===== config.mk =====
export PLATFORM = sky130hd
export DESIGN_NAME = axi4_lite_regfile_slave
export DESIGN_NICKNAME = d
export VERILOG_FILES = /design/src/rtl/axi4_lite_regfile_slave.sv
export SDC_FILE = /design/constraint.sdc
export NUM_CORES = 1
export LEC_CHECK = 0
export ABC_CLOCK_PERIOD_IN_PS = 2800
export CORE_ASPECT_RATIO = 0.8
export CORE_MARGIN = 2
export CORE_UTILIZATION = 50
export CTS_BUF_LIST = sky130_fd_sc_hd__clkbuf_8
export DETAILED_ROUTE_END_ITERATION = 6
export DONT_BUFFER_PORTS = 1
export PLACE_DENSITY = 0.68
export SLEW_MARGIN = 20
export SYNTH_ARGS = -nofsm -noshare
export SYNTH_HDL_FRONTEND = slang
export SYNTH_SLANG_ARGS = --single-unit

===== constraint.sdc =====
create_clock -name clk -period 2.8 [get_ports clk]
set_clock_uncertainty 0.05 [all_clocks]
set_input_delay 0.14 -clock clk [delete_from_list [all_inputs] [get_ports clk]]
set_output_delay 0.14 -clock clk [all_outputs]
set_load 0.02 [all_outputs]

===== src/rtl/axi4_lite_regfile_slave.sv =====
`default_nettype none
// ============================================================================
// Module   : axi4_lite_regfile_slave
// Purpose  : AXI4-Lite slave in front of a bank of NUM_REGS registers, each
//            DATA_WIDTH bits wide. Supports byte strobes, per-register
//            read-only protection and OKAY/SLVERR/DECERR responses.
//            AW and W are accepted independently, in either order. B and R
//            are held until the master accepts them.
// Ports    : clk, reset (sync, active-high)
//            AW : awaddr_i, awvalid_i, awready_o
//            W  : wdata_i, wstrb_i, wvalid_i, wready_o
//            B  : bresp_o, bvalid_o, bready_i
//            AR : araddr_i, arvalid_i, arready_o
//            R  : rdata_o, rresp_o, rvalid_o, rready_i
//            regs_o : flattened register contents, reg i at [i*DW +: DW]
// Revision : 1.0 - initial release
// ============================================================================
module axi4_lite_regfile_slave #(
    parameter int                  ADDR_WIDTH = 32,
    parameter int                  DATA_WIDTH = 32,
    parameter int                  NUM_REGS   = 8,
    parameter logic [NUM_REGS-1:0] RO_MASK    = '0
) (
    input  logic                           clk,
    input  logic                           reset,
    input  logic [ADDR_WIDTH-1:0]          awaddr_i,
    input  logic                           awvalid_i,
    output logic                           awready_o,
    input  logic [DATA_WIDTH-1:0]          wdata_i,
    input  logic [DATA_WIDTH/8-1:0]        wstrb_i,
    input  logic                           wvalid_i,
    output logic                           wready_o,
    output logic [1:0]                     bresp_o,
    output logic                           bvalid_o,
    input  logic                           bready_i,
    input  logic [ADDR_WIDTH-1:0]          araddr_i,
    input  logic                           arvalid_i,
    output logic                           arready_o,
    output logic [DATA_WIDTH-1:0]          rdata_o,
    output logic [1:0]                     rresp_o,
    output logic                           rvalid_o,
    input  logic                           rready_i,
    output logic [NUM_REGS*DATA_WIDTH-1:0] regs_o
);

    localparam int         c_BYTES  = DATA_WIDTH / 8;
    localparam int         c_LSB    = $clog2(c_BYTES);
    localparam int         c_IDX_W  = (NUM_REGS > 1) ? $clog2(NUM_REGS) : 1;
    localparam logic [1:0] c_OKAY   = 2'b00;
    localparam logic [1:0] c_SLVERR = 2'b10;
    localparam logic [1:0] c_DECERR = 2'b11;

    typedef enum logic [0:0] {W_ACCEPT = 1'b0, W_RESP = 1'b1} wstate_t;
    typedef enum logic [0:0] {R_ACCEPT = 1'b0, R_RESP = 1'b1} rstate_t;

    // Misalignment takes priority over range; read-only is layered on by the
    // write path only.
    function automatic logic [1:0] f_decode(input logic [ADDR_WIDTH-1:0] a);
        logic [ADDR_WIDTH-1:0] sh;
        sh = a >> c_LSB;
        if (a[c_LSB-1:0] != '0)
            return c_SLVERR;
        if (sh >= ADDR_WIDTH'(NUM_REGS))
            return c_DECERR;
        return c_OKAY;
    endfunction

    function automatic logic [c_IDX_W-1:0] f_index(input logic [ADDR_WIDTH-1:0] a);
        logic [ADDR_WIDTH-1:0] sh;
        sh = a >> c_LSB;
        return sh[c_IDX_W-1:0];
    endfunction

    logic [DATA_WIDTH-1:0] r_regs [NUM_REGS];

    // ------------------------------------------------------------------
    // Write channel
    // ------------------------------------------------------------------
    wstate_t               r_wstate,   w_wstate_nx;
    logic                  r_aw_held,  w_aw_held_nx;
    logic                  r_w_held,   w_w_held_nx;
    logic [ADDR_WIDTH-1:0] r_awaddr,   w_awaddr_nx;
    logic [DATA_WIDTH-1:0] r_wdata,    w_wdata_nx;
    logic [c_BYTES-1:0]    r_wstrb,    w_wstrb_nx;
    logic                  r_awready,  w_awready_nx;
    logic                  r_wready,   w_wready_nx;
    logic                  r_bvalid,   w_bvalid_nx;
    logic [1:0]            r_bresp,    w_bresp_nx;
    logic [1:0]            w_wr_resp;
    logic [c_IDX_W-1:0]    w_wr_idx;
    logic                  w_commit;

    always_comb begin
        w_wstate_nx  = r_wstate;
        w_aw_held_nx = r_aw_held;
        w_w_held_nx  = r_w_held;
        w_awaddr_nx  = r_awaddr;
        w_wdata_nx   = r_wdata;
        w_wstrb_nx   = r_wstrb;
        w_awready_nx = r_awready;
        w_wready_nx  = r_wready;
        w_bvalid_nx  = r_bvalid;
        w_bresp_nx   = r_bresp;
        w_wr_resp    = c_OKAY;
        w_wr_idx     = '0;
        w_commit     = 1'b0;
        case (r_wstate)
            W_ACCEPT: begin
                if (awvalid_i && r_awready) begin
                    w_aw_held_nx = 1'b1;
                    w_awaddr_nx  = awaddr_i;
                end
                if (wvalid_i && r_wready) begin
                    w_w_held_nx = 1'b1;
                    w_wdata_nx  = wdata_i;
                    w_wstrb_nx  = wstrb_i;
                end
                // The completing handshake uses the just-captured values so
                // that same-cycle AW+W commits without an extra cycle.
                if (w_aw_held_nx && w_w_held_nx) begin
                    w_wr_resp = f_decode(w_awaddr_nx);
                    w_wr_idx  = f_index(w_awaddr_nx);
                    if (w_wr_resp == c_OKAY && RO_MASK[w_wr_idx])
                        w_wr_resp = c_SLVERR;
                    w_commit     = (w_wr_resp == c_OKAY);
                    w_bresp_nx   = w_wr_resp;
                    w_bvalid_nx  = 1'b1;
                    w_awready_nx = 1'b0;
                    w_wready_nx  = 1'b0;
                    w_wstate_nx  = W_RESP;
                end else begin
                    w_awready_nx = !w_aw_held_nx;
                    w_wready_nx  = !w_w_held_nx;
                end
            end
            W_RESP: begin
                if (r_bvalid && bready_i) begin
                    w_bvalid_nx  = 1'b0;
                    w_aw_held_nx = 1'b0;
                    w_w_held_nx  = 1'b0;
                    w_awready_nx = 1'b1;
                    w_wready_nx  = 1'b1;
                    w_wstate_nx  = W_ACCEPT;
                end
            end
            default: w_wstate_nx = W_ACCEPT;
        endcase
    end

    always_ff @(posedge clk) begin
        if (reset) begin
            r_wstate  <= W_ACCEPT;
            r_aw_held <= 1'b0;
            r_w_held  <= 1'b0;
            r_awaddr  <= '0;
            r_wdata   <= '0;
            r_wstrb   <= '0;
            r_awready <= 1'b0;
            r_wready  <= 1'b0;
            r_bvalid  <= 1'b0;
            r_bresp   <= c_OKAY;
        end else begin
            r_wstate  <= w_wstate_nx;
            r_aw_held <= w_aw_held_nx;
            r_w_held  <= w_w_held_nx;
            r_awaddr  <= w_awaddr_nx;
            r_wdata   <= w_wdata_nx;
            r_wstrb   <= w_wstrb_nx;
            r_awready <= w_awready_nx;
            r_wready  <= w_wready_nx;
            r_bvalid  <= w_bvalid_nx;
            r_bresp   <= w_bresp_nx;
        end
    end

    always_ff @(posedge clk) begin
        if (reset) begin
            for (int i = 0; i < NUM_REGS; i++)
                r_regs[i] <= '0;
        end else if (w_commit) begin
            for (int k = 0; k < c_BYTES; k++)
                if (w_wstrb_nx[k])
                    r_regs[w_wr_idx][8*k +: 8] <= w_wdata_nx[8*k +: 8];
        end
    end

    // ------------------------------------------------------------------
    // Read channel. The register array is sampled before any same-edge
    // write lands, so a colliding read returns the pre-write value.
    // ------------------------------------------------------------------
    rstate_t               r_rstate,  w_rstate_nx;
    logic                  r_arready, w_arready_nx;
    logic                  r_rvalid,  w_rvalid_nx;
    logic [DATA_WIDTH-1:0] r_rdata,   w_rdata_nx;
    logic [1:0]            r_rresp,   w_rresp_nx;
    logic [1:0]            w_rd_resp;
    logic [c_IDX_W-1:0]    w_rd_idx;

    always_comb begin
        w_rstate_nx  = r_rstate;
        w_arready_nx = r_arready;
        w_rvalid_nx  = r_rvalid;
        w_rdata_nx   = r_rdata;
        w_rresp_nx   = r_rresp;
        w_rd_resp    = f_decode(araddr_i);
        w_rd_idx     = f_index(araddr_i);
        case (r_rstate)
            R_ACCEPT: begin
                w_arready_nx = 1'b1;
                if (arvalid_i && r_arready) begin
                    w_rresp_nx   = w_rd_resp;
                    w_rdata_nx   = (w_rd_resp == c_OKAY) ? r_regs[w_rd_idx] : '0;
                    w_rvalid_nx  = 1'b1;
                    w_arready_nx = 1'b0;
                    w_rstate_nx  = R_RESP;
                end
            end
            R_RESP: begin
                if (r_rvalid && rready_i) begin
                    w_rvalid_nx  = 1'b0;
                    w_arready_nx = 1'b1;
                    w_rstate_nx  = R_ACCEPT;
                end
            end
            default: w_rstate_nx = R_ACCEPT;
        endcase
    end

    always_ff @(posedge clk) begin
        if (reset) begin
            r_rstate  <= R_ACCEPT;
            r_arready <= 1'b0;
            r_rvalid  <= 1'b0;
            r_rdata   <= '0;
            r_rresp   <= c_OKAY;
        end else begin
            r_rstate  <= w_rstate_nx;
            r_arready <= w_arready_nx;
            r_rvalid  <= w_rvalid_nx;
            r_rdata   <= w_rdata_nx;
            r_rresp   <= w_rresp_nx;
        end
    end

    assign awready_o = r_awready;
    assign wready_o  = r_wready;
    assign bvalid_o  = r_bvalid;
    assign bresp_o   = r_bresp;
    assign arready_o = r_arready;
    assign rvalid_o  = r_rvalid;
    assign rdata_o   = r_rdata;
    assign rresp_o   = r_rresp;

    for (genvar i = 0; i < NUM_REGS; i++) begin : g_regs_out
        assign regs_o[i*DATA_WIDTH +: DATA_WIDTH] = r_regs[i];
    end

endmodule
`default_nettype wire


==> summary.md <==
| Metric | Value |
|---|---|
| Setup-failing EPs final | `0` |
| CTS tree | `done` |
| Clock Tree Buf Depth | `3` |
| FF-to-FF path depth | `6` |
| Minimum clock period | `2670 ps` |
| First-pass GRT wire length | `76700 um` |
| Pre-CTS setup slack | `159 ps` |
| Drt wl/cell | `27.9 um` |
| Die H | `164 um` |
| I/O pin count | `404` |
| Mapped Area | `0.0160 mm2` |
| Root Driver | `clkbuf_8` |
| Synth warn | `0` |
| Post-Synthesis Cells | `1341` |
| Final Net Count | `1562` |
| Area of the multi-input gates | `0.00562 mm2` |
| Worst-Margin Slew | `1000 ps` |
| Share of cells above drive strength 1 | `0.161` |
| Static leakage | `6.58 nW` |
| Clk slew on worst S/H paths | `60 ps` |
| Reg2Reg Capture Point | `r_regs[5][24]$_SDFFCE_PN0P_` |
| Initial DRC count | `1202` |
| Peak supply drop | `382 uV` |
| Fill count | `2524` |
| Sequential-to-total area share from yosys stat | `0.621` |
| Core Area | `0.0315 mm2` |
| Dpl hpwl | `35700 um` |
| Top_reg_cell synth | `edfxtp_1` |
| Number of placed instances, taps included | `1717` |
| Synthesized flop and latch total | `369` |
| Hold wc startpoint | `wstrb_i[3]` |
| Later-pin clock latency in the skew report | `630 ps` |
| Tot GR Track Use | `0.314` |
| R2R setup slack | `130 ps` |
| Distinct cells, synth | `46` |
| Worst setup margin | `125 ps` |
| # port buffers | `0` |
| Hold Path Sink | `r_regs[3][25]$_SDFFCE_PN0P_` |
| Synthesized Nets | `1448` |
| Post-DRT Antenna Nets | `0` |
| Critical path startpoint category | `flip-flop` |
| Area Growth Syn to Fin | `17.4%` |
| Crit. End Element | `flip-flop` |
| RSZ-0062 raised after global routing | `false` |
| Max Clk Rate | `0.374 GHz` |
| Number of synthesized flops with an enable pin | `256` |
| CTS Sinks | `369` |
| DRT Wirelength | `53700 um` |
| Relative slew slack | `0.329` |
| Final instance count without filler cells | `1924` |
| Die footprint | `0.0335 mm2` |
| Final number of hold-violating endpoints | `0` |
| Initial antenna violation count | `3` |
| Initial core utilization | `0.509` |
| CP max FO | `10` |
| # Max-Cap Violations | `0` |
| DR vias | `12.0k` |
| Status | `complete, no violations` |
| Worst hold path class | `in -> reg` |
| GRT overflow | `0` |
| Async SR Flop Fraction | `0` |
| DP Area | `0.0166 mm2` |
| Drt pass-1 iters | `5` |
| Design Area, Final | `0.0188 mm2` |
| Rows | `58` |
| CTS buffer count | `57` |
| Worst R2R Start | `awready_o$_SDFFE_PP0P_` |
| Pwr/cell area | `658 mW/mm2` |
| Average size of a mapped cell | `12.0 um2` |
| Via density | `6.23` |
| DRC viols | `0` |
| Crit Path Class | `reg -> reg` |
| Routability cong. | `0.854` |
| Largest net degree at the start of global routing | `134` |
| Tcrit/Tclk final | `0.955` |
| Max Slew Vio Count | `0` |
| Worst Path Required | `3040 ps` |
| Register area | `0.00995 mm2` |
| Vias in the first global route | `11.8k` |
| Data arrival, critical path | `2910 ps` |
| WHS Path Cells | `4` |
| Die W | `204 um` |
| H-tree depth | `2` |
worst max path at each step:
stage                                 startpoint                          end  cells past startpoint
after detailed placement  awready_o$_SDFFE_PP0P_  r_regs[4][14]$_SDFFCE_PN0P_                      6
after global placement       r_wstate$_SDFF_PP0_  r_regs[5][22]$_SDFFCE_PN0P_                      6
after floorplan           awready_o$_SDFFE_PP0P_   r_regs[2][0]$_SDFFCE_PN0P_                      7
after global routing      awready_o$_SDFFE_PP0P_  r_regs[5][24]$_SDFFCE_PN0P_                      6
after CTS                    r_wstate$_SDFF_PP0_  r_regs[7][19]$_SDFFCE_PN0P_                      6
final                     awready_o$_SDFFE_PP0P_  r_regs[5][24]$_SDFFCE_PN0P_                      6
cell families after synthesis:
| kind of cell | share of synthesized area |
|---|---|
| simple gates | 0.160 |
| mux | 0.124 |
| flops | 0.621 |
| compound gates | 0.0647 |
| buf+inv | 0.0300 |
Yosys cell counts (27+ instances only):
master,number,area [um2]
a21oi_1,57,285
a2bb2oi_1,32,280
buf_2,27,135
clkbuf_1,74,278
dfxtp_1,113,2260
edfxtp_1,256,7690
mux2i_1,55,551
mux4_2,64,1440
nand2_1,148,556
nor2_1,235,882
nor3_1,92,460
o21ai_0,44,220
layer usage:
| layer | vias to the layer above | GRT usage | share of wire | routed length, um |
|---|---|---|---|---|
| met2 | 805 | 0.473 | 0.45 | 24300 |
| met3 | 116 | 0.117 | 0.13 | 6830 |
| met5 | - | 0 | 0 | 0 |
| met4 | 0 | 0.120 | 0.032 | 1740 |
| met1 | 5900 | 0.417 | 0.39 | 20900 |
| li1 | 5158 | - | - | - |
where the power goes:
part           internal (mW)  leakage (nW)  switching, mW
clock network           2.31         0.639           2.15
logic                  0.583          2.38          0.839
registers               6.07          3.56          0.412
total                   8.97          6.58           3.40
per-stage QoR:
stage / power, mW / util / hold slack (ps) / TNS, ps
6_report: 12.4 / 0.597 / 43.0 / 0
2_1_floorplan: 7.42 / - / 190 / -2170
3_3_place_gp: 7.72 / 0.528 / 173 / 0
4_1_cts: 12.4 / 0.596 / 1.57 / 0
5_1_grt: 12.8 / 0.597 / 43.0 / 0
3_5_place_dp: 7.75 / 0.528 / 179 / 0
critical path, cell delays in order (launching register included):
cell	delay, ps
dfxtp_1	470
nor4bb_2	350
a31oi_1	130
nor3_1	530
and3_1	280
buf_4	160
a31o_2	360
cell type report:
cell class              instances  share of cell area
diodes                          3            0.000399
repair buffers                163              0.0838
inverters                       6             0.00120
clock buffers                  62              0.0454
multi-input cells             858               0.299
flip-flops and latches        369               0.529
clock inverters                43              0.0137
well taps                     420              0.0279
flip-flops by register name, indices dropped and copies added (netlist names), 2 cells and up:
register  count
rdata_o      32
r_wstrb       4
bresp_o       2
r_awaddr     32
r_wdata      32
r_regs      256
rresp_o       2
cells in the final DEF (no fill, tap or decap), types with 34 or more instances in the layout:
master and count:
edfxtp_1 256, nor2_1 234, nand2_1 148, dfxtp_1 113, dlygate4sd3_1 94, nor3_1 92
mux4_2 64, clkbuf_8 62, buf_4 62, a21oi_1 57, mux2i_1 55, o21ai_0 34
timing repair:
action                                  in CTS  in global routing
hold buffers                                97                  1
endpoints found under the setup margin       0                 58
buffers inserted                             0                  1
hold endpoints to repair                   281                  1
resized for setup                            0                  3
(Power assumes the default switching activity.)
